$ cat config.mk
export PLATFORM = sky130hd
export DESIGN_NAME = f_fetch_ctrl
export DESIGN_NICKNAME = d
export VERILOG_FILES = /design/src/rtl/f_fetch_ctrl.sv
export SDC_FILE = /design/constraint.sdc
export NUM_CORES = 1
export LEC_CHECK = 0
export ABC_AREA = 1
export BUFFER_PORTS_ARGS = -buffer_cell sky130_fd_sc_hd__clkbuf_2
export CAP_MARGIN = 20
export CORE_ASPECT_RATIO = 1.25
export CORE_MARGIN = 10
export CORE_UTILIZATION = 45
export DETAILED_ROUTE_END_ITERATION = 10
export MAX_ROUTING_LAYER = met4
export PLACE_DENSITY = 0.69
export SLEW_MARGIN = 20
export SYNTH_ARGS = -nofsm -noshare
export SYNTH_HDL_FRONTEND = slang
export SYNTH_SLANG_ARGS = --single-unit
$ cat constraint.sdc
create_clock -name clk -period 9.1 [get_ports clk]
set_input_delay 0.455 -clock clk [delete_from_list [all_inputs] [get_ports clk]]
set_output_delay 0.455 -clock clk [all_outputs]
set_load 0.02 [all_outputs]
$ cat src/rtl/f_fetch_ctrl.sv
// Fetch-stage sequencer: owns the PC, issues instruction-memory requests and
// holds a one-entry F/D buffer that honours decode stalls and delay-slot redirects.
module f_fetch_ctrl #(
    parameter logic [31:0] RESET_PC = 32'h0000_3000
) (
    input  logic        clk,
    input  logic        reset,
    input  logic        D_stall,
    input  logic        D_redirect,
    input  logic [31:0] D_redirect_pc,
    output logic        im_req,
    output logic [31:0] im_addr,
    input  logic        im_ready,
    input  logic [31:0] im_rdata,
    output logic        F_valid,
    output logic [31:0] F_instr,
    output logic [31:0] F_pc,
    output logic [31:0] F_fetch_cnt
);

    typedef enum logic {
        BOOT = 1'b0,
        RUN  = 1'b1
    } state_t;

    state_t      state, state_nxt;
    logic [31:0] fetch_pc, fetch_pc_nxt;
    logic        pend_valid, pend_valid_nxt;
    logic [31:0] pend_pc, pend_pc_nxt;
    logic        f_valid_nxt;
    logic [31:0] f_instr_nxt, f_pc_nxt, fetch_cnt_nxt;
    logic        transfer, consume;

    // Handshake: a word is taken from memory only on a cycle with im_req=1 and
    // im_ready=1; a dropped request leaves fetch_pc untouched so the same address
    // is presented again later.
    assign im_addr = fetch_pc;

    always_comb begin
        state_nxt      = RUN;
        fetch_pc_nxt   = fetch_pc;
        pend_valid_nxt = pend_valid;
        pend_pc_nxt    = pend_pc;
        f_valid_nxt    = F_valid;
        f_instr_nxt    = F_instr;
        f_pc_nxt       = F_pc;
        fetch_cnt_nxt  = F_fetch_cnt;

        im_req   = (state == RUN) && (!F_valid || !D_stall);
        transfer = im_req && im_ready;
        consume  = F_valid && !D_stall;

        if (transfer) begin
            f_valid_nxt   = 1'b1;
            f_instr_nxt   = im_rdata;
            f_pc_nxt      = fetch_pc;
            fetch_cnt_nxt = F_fetch_cnt + 32'd1;
            // A live redirect bypasses any older pending target.
            if (D_redirect) begin
                fetch_pc_nxt = D_redirect_pc;
            end else if (pend_valid) begin
                fetch_pc_nxt   = pend_pc;
                pend_valid_nxt = 1'b0;
            end else begin
                fetch_pc_nxt = fetch_pc + 32'd4;
            end
        end else begin
            if (consume) begin
                f_valid_nxt = 1'b0;
            end
            // Held until the next transfer so the delay slot is fetched first.
            if (D_redirect) begin
                pend_valid_nxt = 1'b1;
                pend_pc_nxt    = D_redirect_pc;
            end
        end
    end

    always_ff @(posedge clk or posedge reset) begin
        if (reset) begin
            state       <= BOOT;
            fetch_pc    <= RESET_PC;
            pend_valid  <= 1'b0;
            pend_pc     <= 32'd0;
            F_valid     <= 1'b0;
            F_instr     <= 32'd0;
            F_pc        <= 32'd0;
            F_fetch_cnt <= 32'd0;
        end else begin
            state       <= state_nxt;
            fetch_pc    <= fetch_pc_nxt;
            pend_valid  <= pend_valid_nxt;
            pend_pc     <= pend_pc_nxt;
            F_valid     <= f_valid_nxt;
            F_instr     <= f_instr_nxt;
            F_pc        <= f_pc_nxt;
            F_fetch_cnt <= fetch_cnt_nxt;
        end
    end

endmodule

==> flow_summary.toml <==
[timing]
slew_headroom_pct = 38.3
post-route-worst-setup-slack_ns = 6.35
hold_viol = 0
finalCritPeriodShare_pct = 30.3
hold-worst-slack_ns = 0.0267
fin_setup_tns_ns = 0
clock_skew_ns = 0.00900
finalCriticalPeriod_ns = 2.75
final_max_slew_viol_count = 0
grt_setup_unrepaired = "no"
setup_viol = 0
max_freq_mhz = 363
worstMarginPinSlew_ns = 0.925

[global_routing]
grt_max_degree = 87
grt_pass1_wl_um = 36100
grt_util_all_layers_pct = 19.3
antenna_found_initial = 4
grt_overflow = 0
first_global_vias = 6828

[synthesis]
yosysWarnings = 0
syn_area_um2 = 7970
synth.area.top_cells = "dfrtp_1, nand2_1, o21ai_0, inv_1, nand3_1"
seq_area_frac_synth_pct = 51.2
synth_ff_type = "dfrtp_1"
syn_nets = 1044
avgSynthCellArea_um2 = 8.20
synth_edf_count = 0
synth-seq-cells = 163
synth_cells = 972
synth_common_cells = "nand2_1, dfrtp_1, inv_1, o21ai_0, nor2_1"
synth.largest_area_cell = "dfrtp_1"
ys_types = 42
yosysTopAreaCellShare_pct = 50.6
synthArstFlopShare_pct = 100
synth.most_common_cell = "nand2_1"

[run_status]
status = "completed"

[floorplanning]
num_io_pins = 199
fp.dieH_um = 169
coreArea_um2 = 17400
die_x_um = 139
num_rows = 54
fp.dieArea_um2 = 23500
start_util_pct = 45.7

[placement]
dp_slack_ns = 6.13
dp_hpwl_um = 16700
portBuffers = 198
dp_cells = 1363
place_area_um2 = 9120
place_congestion = 0.865

[cells_and_area]
drive_gt1_share_pct = 24.8
area_growth_syn_to_layout_pct = 21.6
final_area_um2 = 9690
fillers = 1701
instances_no_fill = 1399
fin_nets = 1230

[setup_path]
worstSetupEndpointType = "flop"
arrival_ns = 3.09
reg2reg_slack_ns = 6.35
crit_fanout = 65
path_class = "flop to flop"
startpoint_type = "flop"
worst_ep_required_time_ns = 9.43

[detailed_routing]
wl_per_cell_um = 16.1
via_count = 7057
viasPerCell = 5.04
antenna_left = 0
drc = 0
dr.pass1.iters = 5
drtIter0Drc = 554
wirelength_um = 22600

[hold_path]
hold_class = "input pin to async pin"

[clock_network]
hold_buffers = 0
numCtsBuffers = 17
h-tree-depth = 4
clk-insertion-delay-late_ns = 0.43
cts_buffer_depth = 2
cts.clk_slew.worst_paths_ns = 0.07
cts_tree = "yes"
cts_resized = 0
cts_sinks = 163
root_buffer = "clkbuf_16"
post_cts_buffers = 0

[power_and_ir_drop]
p_leak_nw = 5.01
worst_ir_drop_vdd_uv = 125
power_density_nw_per_um2 = 222

[flow_run]
max_cap_viol_count = 0
worst paths after layout:
| path | startpoint | to | depth (start not counted) |
|---|---|---|---|
| max | F_valid$_DFFE_PP0P_ | F_fetch_cnt[25]$_DFFE_PP0P_ | 10 |
| min | reset | F_pc[31]$_DFFE_PP0P_ | 2 |
| max reg2reg | F_valid$_DFFE_PP0P_ | F_fetch_cnt[25]$_DFFE_PP0P_ | 10 |
| min reg2reg | F_instr[5]$_DFFE_PP0P_ | F_instr[5]$_DFFE_PP0P_ | 2 |
| max in group asynchronous | reset | F_instr[30]$_DFFE_PP0P_ | 4 |
| min in group clk | im_rdata[14] | F_instr[14]$_DFFE_PP0P_ | 3 |
placed cells by master (no fill, tap or decap), types with 4 or more instances in the layout:
cell type    n
nand2_1    329
clkbuf_2   198
dfrtp_1    161
inv_1      100
o21ai_0     77
nor2_1      61
nand3_1     49
a221oi_1    17
clkbuf_16   17
xor2_1      13
a21oi_1     13
mux2_2      12
nor2_2      12
nand4_1     11
nand2_2     10
xnor2_1      8
nor2_4       7
nor3_1       7
inv_6        7
a22oi_1      5
a21boi_0     5
diode_2      4
nand3b_1     4
o211ai_1     4
buf_4        4
per-stage QoR:
step                      util (%)  power, mW
after floorplan                  -       1.28
after global placement        52.3       1.48
after detailed placement      52.3       1.49
after CTS                     55.5       2.18
after global routing          55.6       2.28
final                         55.6       2.15
report_power, final:
part           leakage, nW  internal, mW  switching, mW
Sequential            1.99         0.843          0.103
Combinational         2.75         0.167          0.357
Clock                0.267         0.364          0.321
Total                 5.01          1.37          0.781
state kept, by name (all words and copies together) (netlist names):
signal and flops:
F_pc 32, F_valid 1, pend_pc 32, F_fetch_cnt 32
im_addr 32, state 1, F_instr 32, pend_valid 1
layout make-up:
class / count / area, µm² / area share [%]
Tap cell: 224 / 280 / 2.89
Sequential cell: 163 / 4080 / 42.1
Multi-Input combinational cell: 670 / 3340 / 34.5
Timing Repair Buffer: 202 / 1020 / 10.5
Antenna cell: 4 / 10.0 / 0.103
Clock buffer: 18 / 439 / 4.53
Clock inverter: 14 / 118 / 1.21
Inverter: 104 / 395 / 4.08
layer usage:
metal	part of all wire [%]	GRT usage [%]	up-vias
li1	-	-	3467
met1	43	23.2	3341
met2	49	31.1	223
met3	6.0	5.29	26
met4	1.8	5.82	0
met5	0	-	-
cell families (layout without fill, tap and decap cells):
group	Yosys count	count (layout)	share of synthesized area, %
simple gates	502	502	27.7
flops	163	163	51.2
buf+inv	139	338	6.79
compound gates	131	131	9.80
xor+xnor	21	21	2.31
mux	12	12	1.70
fa+ha+maj	3	3	0.471
other cells	1	5	0.0471
worst max-delay path, stage by stage, from the launching register on:
cell and delay (ns):
dfrtp_1 0.40, nand2_2 0.10, nand3_4 0.48, inv_2 0.94, nand2_2 0.14, nor2_4 0.23, nand2_4 0.10, nor2_2 0.09
nand2_1 0.05, nand2_1 0.06, inv_1 0.03
(Power assumes the default switching activity.)
